==> src/rtl/mla_pkg.sv <==
// rtl/mla_pkg.sv - shared state encoding and default geometry for the multi-line animator
package mla_pkg;

    typedef enum logic [2:0] {
        S_START   = 3'd0,
        S_DRAW    = 3'd1,
        S_IDLE    = 3'd2,
        S_ERASE   = 3'd3,
        S_ADVANCE = 3'd4
    } state_e;

    localparam int MLA_CW      = 11;
    localparam int MLA_NLINES  = 2;
    localparam int MLA_STEPS   = 128;
    localparam int MLA_LEN_X   = 30;
    localparam int MLA_LEN_Y   = 20;
    localparam int MLA_SPACING = 40;

endpackage

==> src/rtl/line_drawer.sv <==
// rtl/line_drawer.sv - Bresenham walker: rst loads endpoints, one pixel per cycle, then holds finished
module line_drawer #(
    parameter int CW = 11
) (
    input  logic          clk,
    input  logic          rst,
    input  logic [CW-1:0] x0,
    input  logic [CW-1:0] y0,
    input  logic [CW-1:0] x1,
    input  logic [CW-1:0] y1,
    output logic [CW-1:0] x,
    output logic [CW-1:0] y,
    output logic          finished
);

    localparam int EW = CW + 3;

    logic [CW-1:0]        x_q, x_d, y_q, y_d, xe_q, xe_d, ye_q, ye_d;
    logic signed [EW-1:0] dx_q, dx_d, dy_q, dy_d, err_q, err_d;
    logic                 sx_q, sx_d, sy_q, sy_d, fin_q, fin_d;

    logic [CW-1:0]        dxr, dyr;
    logic signed [EW-1:0] sdx, sdy, adx, ady, e2, err_n;

    // Endpoint differences are modulo 2^CW, so read them as signed CW-bit values.
    assign dxr = x1 - x0;
    assign dyr = y1 - y0;
    assign sdx = {{3{dxr[CW-1]}}, dxr};
    assign sdy = {{3{dyr[CW-1]}}, dyr};
    assign adx = sdx[EW-1] ? -sdx : sdx;
    assign ady = sdy[EW-1] ? -sdy : sdy;

    always_comb begin
        x_d   = x_q;
        y_d   = y_q;
        xe_d  = xe_q;
        ye_d  = ye_q;
        dx_d  = dx_q;
        dy_d  = dy_q;
        err_d = err_q;
        sx_d  = sx_q;
        sy_d  = sy_q;
        fin_d = fin_q;
        e2    = err_q <<< 1;
        err_n = err_q;
        if (rst) begin
            x_d   = x0;
            y_d   = y0;
            xe_d  = x1;
            ye_d  = y1;
            dx_d  = adx;
            dy_d  = -ady;
            err_d = adx - ady;
            sx_d  = sdx[EW-1];
            sy_d  = sdy[EW-1];
            fin_d = 1'b0;
        end else if (!fin_q) begin
            if (x_q == xe_q && y_q == ye_q) begin
                fin_d = 1'b1;
            end else begin
                if (e2 >= dy_q) begin
                    err_n = err_n + dy_q;
                    x_d   = sx_q ? x_q - CW'(1) : x_q + CW'(1);
                end
                if (e2 <= dx_q) begin
                    err_n = err_n + dx_q;
                    y_d   = sy_q ? y_q - CW'(1) : y_q + CW'(1);
                end
                err_d = err_n;
            end
        end
    end

    always_ff @(posedge clk) begin
        x_q   <= x_d;
        y_q   <= y_d;
        xe_q  <= xe_d;
        ye_q  <= ye_d;
        dx_q  <= dx_d;
        dy_q  <= dy_d;
        err_q <= err_d;
        sx_q  <= sx_d;
        sy_q  <= sy_d;
        fin_q <= fin_d;
    end

    assign x        = x_q;
    assign y        = y_q;
    assign finished = fin_q;

endmodule

==> src/rtl/multi_line_animator.sv <==
// rtl/multi_line_animator.sv - draws/erases NLINES parallel lines per step; MULTI_LINE_ANIMATOR_BOUNCE_EN adds bounce mode
module multi_line_animator
    import mla_pkg::*;
#(
    parameter int CW      = MLA_CW,
    parameter int NLINES  = MLA_NLINES,
    parameter int STEPS   = MLA_STEPS,
    parameter int LEN_X   = MLA_LEN_X,
    parameter int LEN_Y   = MLA_LEN_Y,
    parameter int SPACING = MLA_SPACING
) (
    input  logic          clk,
    input  logic          reset,
    input  logic          update_event,
    input  logic          pause,
    input  logic          mode,
    output logic [CW-1:0] x,
    output logic [CW-1:0] y,
    output logic          pixel_color,
    output logic          pixel_valid,
    output logic          frame_done
);

    localparam int SW = (STEPS > 1) ? $clog2(STEPS) : 1;
    localparam int LW = (NLINES > 1) ? $clog2(NLINES) : 1;

    state_e        state_q, state_d;
    logic [SW-1:0] step_q, step_d;
    logic [LW-1:0] line_q, line_d;
    logic          pending_q, pending_d;
    logic          drv_rst, fin, last, go;
    logic [CW-1:0] ex0, ey0, ex1, ey1, line_off;

`ifdef MULTI_LINE_ANIMATOR_BOUNCE_EN
    logic dir_q, dir_d;
`else
    logic unused_mode;
    assign unused_mode = mode;
`endif

    assign last = (line_q == LW'(NLINES - 1));
    assign go   = (update_event || pending_q) && !pause;

    always_ff @(posedge clk) begin
        if (reset) begin
            state_q   <= S_START;
            step_q    <= '0;
            line_q    <= '0;
            pending_q <= 1'b0;
`ifdef MULTI_LINE_ANIMATOR_BOUNCE_EN
            dir_q     <= 1'b0;
`endif
        end else begin
            state_q   <= state_d;
            step_q    <= step_d;
            line_q    <= line_d;
            pending_q <= pending_d;
`ifdef MULTI_LINE_ANIMATOR_BOUNCE_EN
            dir_q     <= dir_d;
`endif
        end
    end

    always_comb begin
        state_d   = state_q;
        step_d    = step_q;
        line_d    = line_q;
        pending_d = pending_q;
`ifdef MULTI_LINE_ANIMATOR_BOUNCE_EN
        dir_d     = dir_q;
`endif
        if (update_event && state_q != S_IDLE) pending_d = 1'b1;
        case (state_q)
            S_START: begin
                line_d  = '0;
                state_d = S_DRAW;
            end
            S_DRAW, S_ERASE: begin
                if (fin) begin
                    if (last) state_d = (state_q == S_DRAW) ? S_IDLE : S_ADVANCE;
                    else      line_d  = line_q + LW'(1);
                end
            end
            S_IDLE: begin
                if (go) begin
                    state_d   = S_ERASE;
                    line_d    = '0;
                    pending_d = 1'b0;
                end
            end
            S_ADVANCE: begin
                line_d  = '0;
                state_d = S_DRAW;
                step_d  = (step_q == SW'(STEPS - 1)) ? '0 : step_q + SW'(1);
`ifdef MULTI_LINE_ANIMATOR_BOUNCE_EN
                // dir flips when leaving an endpoint, so each end is shown once per turn.
                if (mode) begin
                    if (!dir_q) begin
                        if (step_q == SW'(STEPS - 1)) begin
                            dir_d  = 1'b1;
                            step_d = step_q - SW'(1);
                        end else begin
                            step_d = step_q + SW'(1);
                        end
                    end else begin
                        if (step_q == '0) begin
                            dir_d  = 1'b0;
                            step_d = step_q + SW'(1);
                        end else begin
                            step_d = step_q - SW'(1);
                        end
                    end
                end
`endif
            end
            default: state_d = S_START;
        endcase
    end

    always_comb begin
        drv_rst     = 1'b0;
        pixel_color = (state_q == S_DRAW);
        case (state_q)
            S_START, S_ADVANCE: drv_rst = 1'b1;
            S_DRAW, S_ERASE:    drv_rst = fin && !last;
            S_IDLE:             drv_rst = go;
            default:            drv_rst = 1'b0;
        endcase
        pixel_valid = (state_q == S_DRAW || state_q == S_ERASE) && !drv_rst && !fin;
        frame_done  = (state_q == S_DRAW) && fin && last;
    end

    // The drawer loads the line/step that will be current after this edge.
    assign line_off = CW'(SPACING * int'(line_d));
    assign ex0      = CW'(step_d);
    assign ey0      = ex0 + line_off;
    assign ex1      = ex0 + CW'(LEN_X);
    assign ey1      = ey0 + CW'(LEN_Y);

    line_drawer #(.CW(CW)) u_drawer (
        .clk      (clk),
        .rst      (reset || drv_rst),
        .x0       (ex0),
        .y0       (ey0),
        .x1       (ex1),
        .y1       (ey1),
        .x        (x),
        .y        (y),
        .finished (fin)
    );

endmodule

==> config.mk <==
export PLATFORM = sky130hd
export DESIGN_NAME = multi_line_animator
export DESIGN_NICKNAME = d
export VERILOG_FILES = /design/src/rtl/mla_pkg.sv /design/src/rtl/line_drawer.sv /design/src/rtl/multi_line_animator.sv
export SDC_FILE = /design/constraint.sdc
export NUM_CORES = 1
export LEC_CHECK = 0
export ABC_CLOCK_PERIOD_IN_PS = 8080
export BUFFER_PORTS_ARGS = -buffer_cell sky130_fd_sc_hd__buf_2
export CORE_AREA = 2 2 132 134
export CTS_CLUSTER_DIAMETER = 80
export CTS_CLUSTER_SIZE = 25
export DETAILED_ROUTE_END_ITERATION = 7
export DIE_AREA = 0 0 134 136
export PLACE_DENSITY_LB_ADDON = 0.2
export RECOVER_POWER = 50
export SYNTH_ARGS = -nofsm -noshare
export SYNTH_HDL_FRONTEND = slang
export SYNTH_HIERARCHICAL = 1
export SYNTH_SLANG_ARGS = --single-unit
==> constraint.sdc <==
create_clock -name clk -period 8.08 [get_ports clk]
set_input_delay 2.02 -clock clk [delete_from_list [all_inputs] [get_ports clk]]
set_output_delay 2.02 -clock clk [all_outputs]
set_load 0.05 [all_outputs]
==> results of run 1 <==
==> worst min-delay path, stage by stage (launching register included) <==
cell     delay (ns)
dfxtp_1        0.31
o21ai_0        0.07
a21oi_1        0.06
==> cells by family (layout without fill, tap and decap cells) <==
kind of cell               after synthesis  count (layout)  share of synthesized area, %
adders and majority gates              116             116                          16.4
other                                    3              31                         0.123
buffers and inverters                  122             156                          5.35
DFF                                    100             100                          31.4
AOI/OAI and AO/OA                      244             244                          17.2
and+or+nand+nor                        281             281                          15.8
xor gates and xnor gates               122             122                          12.3
muxes                                   13              13                          1.50
==> sequential cells by signal, indices dropped and copies added, names as in the netlist, 3 cells and up <==
name            flops
u_drawer/x         11
u_drawer/xe_q      11
step_q              7
u_drawer/dx_q      14
u_drawer/ye_q      11
u_drawer/err_q     13
u_drawer/y         11
u_drawer/dy_q      14
state_q             3
==> stage by stage <==
| step | area, µm² | power, mW |
|---|---|---|
| 5_1_grt | 9930 | 3.39 |
| 3_3_place_gp | 9680 | 2.64 |
| 4_1_cts | 9970 | 3.12 |
| 2_1_floorplan | 9260 | 2.28 |
| 3_5_place_dp | 9680 | 2.67 |
| 6_report | 9930 | 3.10 |
==> area by class of cell <==
type	instances	area (µm²)
Inverter	99	374
Clock buffer	11	243
Clock inverter	5	42.5
Fill cell	1562	6950
Timing Repair Buffer	41	193
Tap cell	225	282
Multi-Input combinational cell	807	5920
Sequential cell	100	2870
==> metal layers <==
metal	share of wire [%]	vias up	GRT usage [%]
met5	0	-	0
met4	1.0	0	5.14
met3	3.5	14	2.72
met2	45	113	36.0
met1	50	3323	33.2
li1	-	3661	-
==> path summary, 6_finish.rpt <==
| check | startpoint | end | slack, ns | cells past startpoint |
|---|---|---|---|---|
| worst max register to register | state_q[2]$_SDFFE_PP0P_ | u_drawer/err_q[11]$_DFFE_PP_ | 1.09 | 27 |
| worst min register to register | pending_q$_SDFF_PP0_ | pending_q$_SDFF_PP0_ | 0.48 | 2 |
| worst max-delay path | update_event | u_drawer/err_q[11]$_DFFE_PP_ | 0.65 | 28 |
| worst min-delay path | pending_q$_SDFF_PP0_ | pending_q$_SDFF_PP0_ | 0.48 | 2 |
==> power breakdown <==
part / internal, mW / switching, mW / leakage [nW] / total, mW
combinational: 0.807 / 1.07 / 3.08 / 1.88
sequential: 0.692 / 0.106 / 1.01 / 0.798
clock: 0.222 / 0.204 / 0.139 / 0.426
==> cell usage after synthesis (3+ instances only) <==
library cell    n  area share (%)
nor4_1          6            0.41
a31oi_1         9            0.62
o211ai_1        8            0.66
xor2_1         46             4.4
nor2b_1        18             1.2
and3_1          9            0.62
and2_1          5            0.34
xnor2_1        71             6.8
dfxtp_1        13             2.8
ha_1          107              15
nand2_1        73             3.0
o31ai_1        12            0.98
buf_2           5            0.27
a2bb2oi_1       3            0.29
a21oi_1        64             3.5
inv_1          97             4.0
nand4_1         7            0.48
conb_1          3            0.12
o21ai_0        64             3.5
or3_1           4            0.27
a21o_1         17             1.4
fa_1            7             1.5
nand3_1        24             1.3
or2_2           5            0.34
nor3_1         18            0.98
nand3b_1        3            0.25
o21ai_1         7            0.38
edfxtp_1       87              29
nor2_1         69             2.8
mux2i_1         7            0.77
clkbuf_1       14            0.57
mux2_2          6            0.74
a21boi_0        7            0.57
a211oi_1        6            0.49
nand2b_1       17             1.2
o21a_1         12            0.98
==> flow_summary.toml, run 1 <==
[power]
vdd_drop_max_uv = 184
p_per_area_nw_per_um2 = 312
power_leakage_nw = 4.23

[logic_synthesis]
synthArstFlopShare_pct = 0
synth_edf_count = 87
ys_seq_area_share_pct = 31.4
synth_area_um2 = 9150
syn_inst = 1001
synth_seq_cells = 100
yosys_warnings = 6
synth_cell_types = 89
synth-main-ff-cell = "edfxtp_1"
syn_avg_cell_area_um2 = 9.14

[sta]
tns_ns = 0
slew_headroom_pct = -133
fmaxAchievable_ghz = 0.135
fin_hold_ws_ns = 0.485
drv_slew = 109
period_needed_ns = 7.43
setup_viol = 0
hold_violations = 0
skew_ns = 0.0107
finalCritPeriodShare_pct = 92.0
worst_slack_ns = 0.646
tightest_slew_ns = 3.49
rsz0062_at_grt = "no"

[layout]
final_common_cell = "ha_1"
nNetsFinal = 1177
instances_no_fill = 1288
drive_gt1_share_pct = 6.59
layout_common_cells = "ha_1 (107), inv_1 (97), edfxtp_1 (87), nand2_1 (73), xnor2_1 (71)"
area_growth_pct = 8.48
antenna_cells = 0
post-route-util_pct = 58.8

[cts]
ctsResizeCount = 0
root_buffer = "clkbuf_16"
clk_pin_slew_ns = 0.07
clock_path_buffers = 2
ctsHoldBuffers = 0
clock-sinks = 100
cts-buffers-inserted = 9
h-tree-depth = 3
cts_setup_buffers = 0
cts_tree = "done"
clk_latency_ns = 0.35

[worst_setup_path]
path_max_fanout = 10
worstPathArrival_ns = 7.62
crit_required_ns = 8.26
start_kind = "input pin"
critPathMaxStageDelay_ns = 0.43
cp_slowest_cell = "o32ai_1"
path_class = "input pin to register"
worst-path-buf-inv = 3
endpoint_kind = "register"
crit_family = "compound AO/OA/AOI/OAI gates"
cpMostUsedCell = "a21oi_1"

[floorplanning]
core_area_um2 = 16900
start_util_pct = 54.2
die_y_um = 136
die_area_um2 = 18200
die_w_um = 134
num_rows = 48
io_pins = 30

[grt]
antenna_found_initial = 0
grt_overflow_total = 0
grtUsageTotal_pct = 22.7
grt_pass1_wl_um = 32900
grt_max_degree = 73
grt_pass1_vias = 6616

[detailed_routing]
route.detailed.drc = 0
drt_iter0_markers = 501
final_antenna_net_count = 0
routed_via_density = 5.52
firstDrtPassIters = 5
avgRoutedWirePerCell_um = 15.6
wl_um = 20000
vias = 7111

[outcome]
outcome = "finished, violations left"
violations = "capacitance limit, slew limit"

[hold_path]
hold_class = "register to register"

[placement]
dp.final_hpwl_um = 15700
portBuffers = 28
post-place-ws_ns = 0.0969
placed_cells = 1272
finalWeightedCongestion = 0.888

[flow_run]
drv_cap = 2
Note: power is estimated with default switching activity, not from simulation.
==> inputs of run 2 (changes only) <==
--- a/config.mk
+++ b/config.mk
@@ -8,12 +8,13 @@
 export ABC_CLOCK_PERIOD_IN_PS = 8080
 export BUFFER_PORTS_ARGS = -buffer_cell sky130_fd_sc_hd__buf_2
 export CORE_AREA = 2 2 132 134
+export CTS_BUF_LIST = sky130_fd_sc_hd__clkbuf_16
 export CTS_CLUSTER_DIAMETER = 80
 export CTS_CLUSTER_SIZE = 25
 export DETAILED_ROUTE_END_ITERATION = 7
 export DIE_AREA = 0 0 134 136
 export PLACE_DENSITY_LB_ADDON = 0.2
-export RECOVER_POWER = 50
+export RECOVER_POWER = 100
 export SYNTH_ARGS = -nofsm -noshare
 export SYNTH_HDL_FRONTEND = slang
 export SYNTH_HIERARCHICAL = 1
==> flow_summary.toml, run 2 (synthesized netlist as in run 1, its figures left out) <==
[outcome]
outcome = "finished, violations left"
violations = "capacitance limit, slew limit"

[grt]
grt_pass1_vias = 6616
antenna_found_initial = 0
grtUsageTotal_pct = 22.7
grtUsageMet1_pct = 33.2
met3_usage_pct = 2.72
top_usage_layer = "met2"
grt_overflow_total = 0
grt_pass1_wl_um = 32900
grt_util_met2_pct = 36.0
grt_max_degree = 73

[detailed_routing]
firstDrtPassIters = 5
avgRoutedWirePerCell_um = 15.5
route.detailed.drc = 0
vias = 7088
final_antenna_net_count = 0
wl_um = 20000
drt_iter0_markers = 501
routed_via_density = 5.50

[cts]
clock-sinks = 100
cts-buffers-inserted = 9
clock_path_buffers = 2
root_buffer = "clkbuf_16"
clk_pin_slew_ns = 0.07
h-tree-depth = 3
cts_tree = "done"
clk_latency_ns = 0.36
ctsHoldBuffers = 0

[floorplanning]
start_util_pct = 54.2
die_w_um = 134
die_y_um = 136
core_area_um2 = 16900
die_area_um2 = 18200
io_pins = 30
num_rows = 48

[layout]
top_regs = "u_drawer/dx_q (14), u_drawer/dy_q (14), u_drawer/err_q (13)"
drive_gt1_share_pct = 5.93
area_growth_pct = 7.94
nNetsFinal = 1177
final_common_cell = "ha_1"
layout_common_cells = "ha_1 (107), inv_1 (98), edfxtp_1 (87), nand2_1 (73), xnor2_1 (71)"
antenna_cells = 0

[sta]
tns_ns = 0
fin_hold_ws_ns = 0.485
period_needed_ns = 7.42
skew_ns = 0.0110
finalCritPeriodShare_pct = 91.8
slew_headroom_pct = -134
drv_slew = 109
fmaxAchievable_ghz = 0.135
setup_viol = 0
rsz0062_at_grt = "no"
hold_violations = 0
tightest_slew_ns = 3.51

[worst_setup_path]
cp_num_cells = 28
reg2reg_slack_ns = 1.10
path_class = "input pin to register"
cpMostUsedCell = "a21oi_1"
crit_required_ns = 8.26
path_max_fanout = 10
worst-path-buf-inv = 3
worstPathArrival_ns = 7.60
start_kind = "input pin"
cp_slowest_cell = "o32ai_1"
endpoint_kind = "register"
crit_family = "compound AO/OA/AOI/OAI gates"
r2r_cells = 27
critPathMaxStageDelay_ns = 0.42

[placement]
dp.final_hpwl_um = 15700
portBuffers = 28
finalWeightedCongestion = 0.888

[power]
p_per_area_nw_per_um2 = 312
vdd_drop_max_uv = 184
power_leakage_nw = 4.21
power.total_mw = 3.08

[hold_path]
whs_path_depth = 2
hold_class = "register to register"

[flow_run]
drv_cap = 2
run 2: path summary, 6_finish.rpt:
check,startpoint,end
worst max register to register,state_q[2]$_SDFFE_PP0P_,u_drawer/err_q[11]$_DFFE_PP_
worst max-delay path,update_event,u_drawer/err_q[11]$_DFFE_PP_
worst min register to register,pending_q$_SDFF_PP0_,pending_q$_SDFF_PP0_
worst min-delay path,pending_q$_SDFF_PP0_,pending_q$_SDFF_PP0_
run 2: what timing repair did:
action	in CTS	in global routing
hold endpoints to repair	0	0
resized for setup	0	3
setup buffers	0	0
setup endpoints to repair	0	4
run 2: worst register-to-register path: stages (launching register included):
cell and delay [ns]:
dfxtp_1 0.52, or3b_1 0.55, or4_1 0.51, a21o_1 0.26, inv_2 0.16, ha_1 0.29, a31oi_1 0.18, xnor2_1 0.13
o32ai_1 0.42, ha_1 0.32, a21o_1 0.18, a21o_1 0.17, a21oi_1 0.16, a21oi_1 0.12, or2_4 0.32, nand2_1 0.08
o21a_1 0.16, inv_1 0.07, ha_1 0.27, nor2b_1 0.12, o21ai_0 0.28, a21oi_1 0.13, o21ai_0 0.23, nand2b_1 0.09
a21oi_1 0.23, o21ai_0 0.22, maj3_2 0.38, a221oi_2 0.24
run 2: layout make-up:
type	instances	area, µm²
Fill cell	1572	7000
Timing Repair Buffer	41	181
Multi-Input combinational cell	807	5890
Clock inverter	7	50.0
Tap cell	225	282
Inverter	99	374
Sequential cell	100	2870
Clock buffer	9	225
run 2: per-stage QoR:
| step | utilization [%] | setup WS (ns) | std cells | instance area (µm²) |
|---|---|---|---|---|
| after floorplan | - | 0.309 | 1029 | 9260 |
| after global placement | 57.4 | 0.168 | 1272 | 9680 |
| after detailed placement | 57.4 | 0.0969 | 1272 | 9680 |
| after CTS | 59.0 | 0.473 | 1288 | 9960 |
| after global routing | 58.5 | 0.0599 | 1288 | 9880 |
| final | 58.5 | 0.661 | 1288 | 9880 |
run 2: power by group:
| part | total [mW] | internal (mW) | switching, mW |
|---|---|---|---|
| Combinational | 1.87 | 0.803 | 1.07 |
| Sequential | 0.799 | 0.692 | 0.107 |
| Clock | 0.415 | 0.211 | 0.204 |
run 2: metal layers:
metal	wire (µm)	part of all wire (%)	up-vias
met3	563	2.8	11
met2	9000	45	102
met5	0	0	-
met4	193	0.97	0
met1	10200	51	3315
li1	-	-	3660
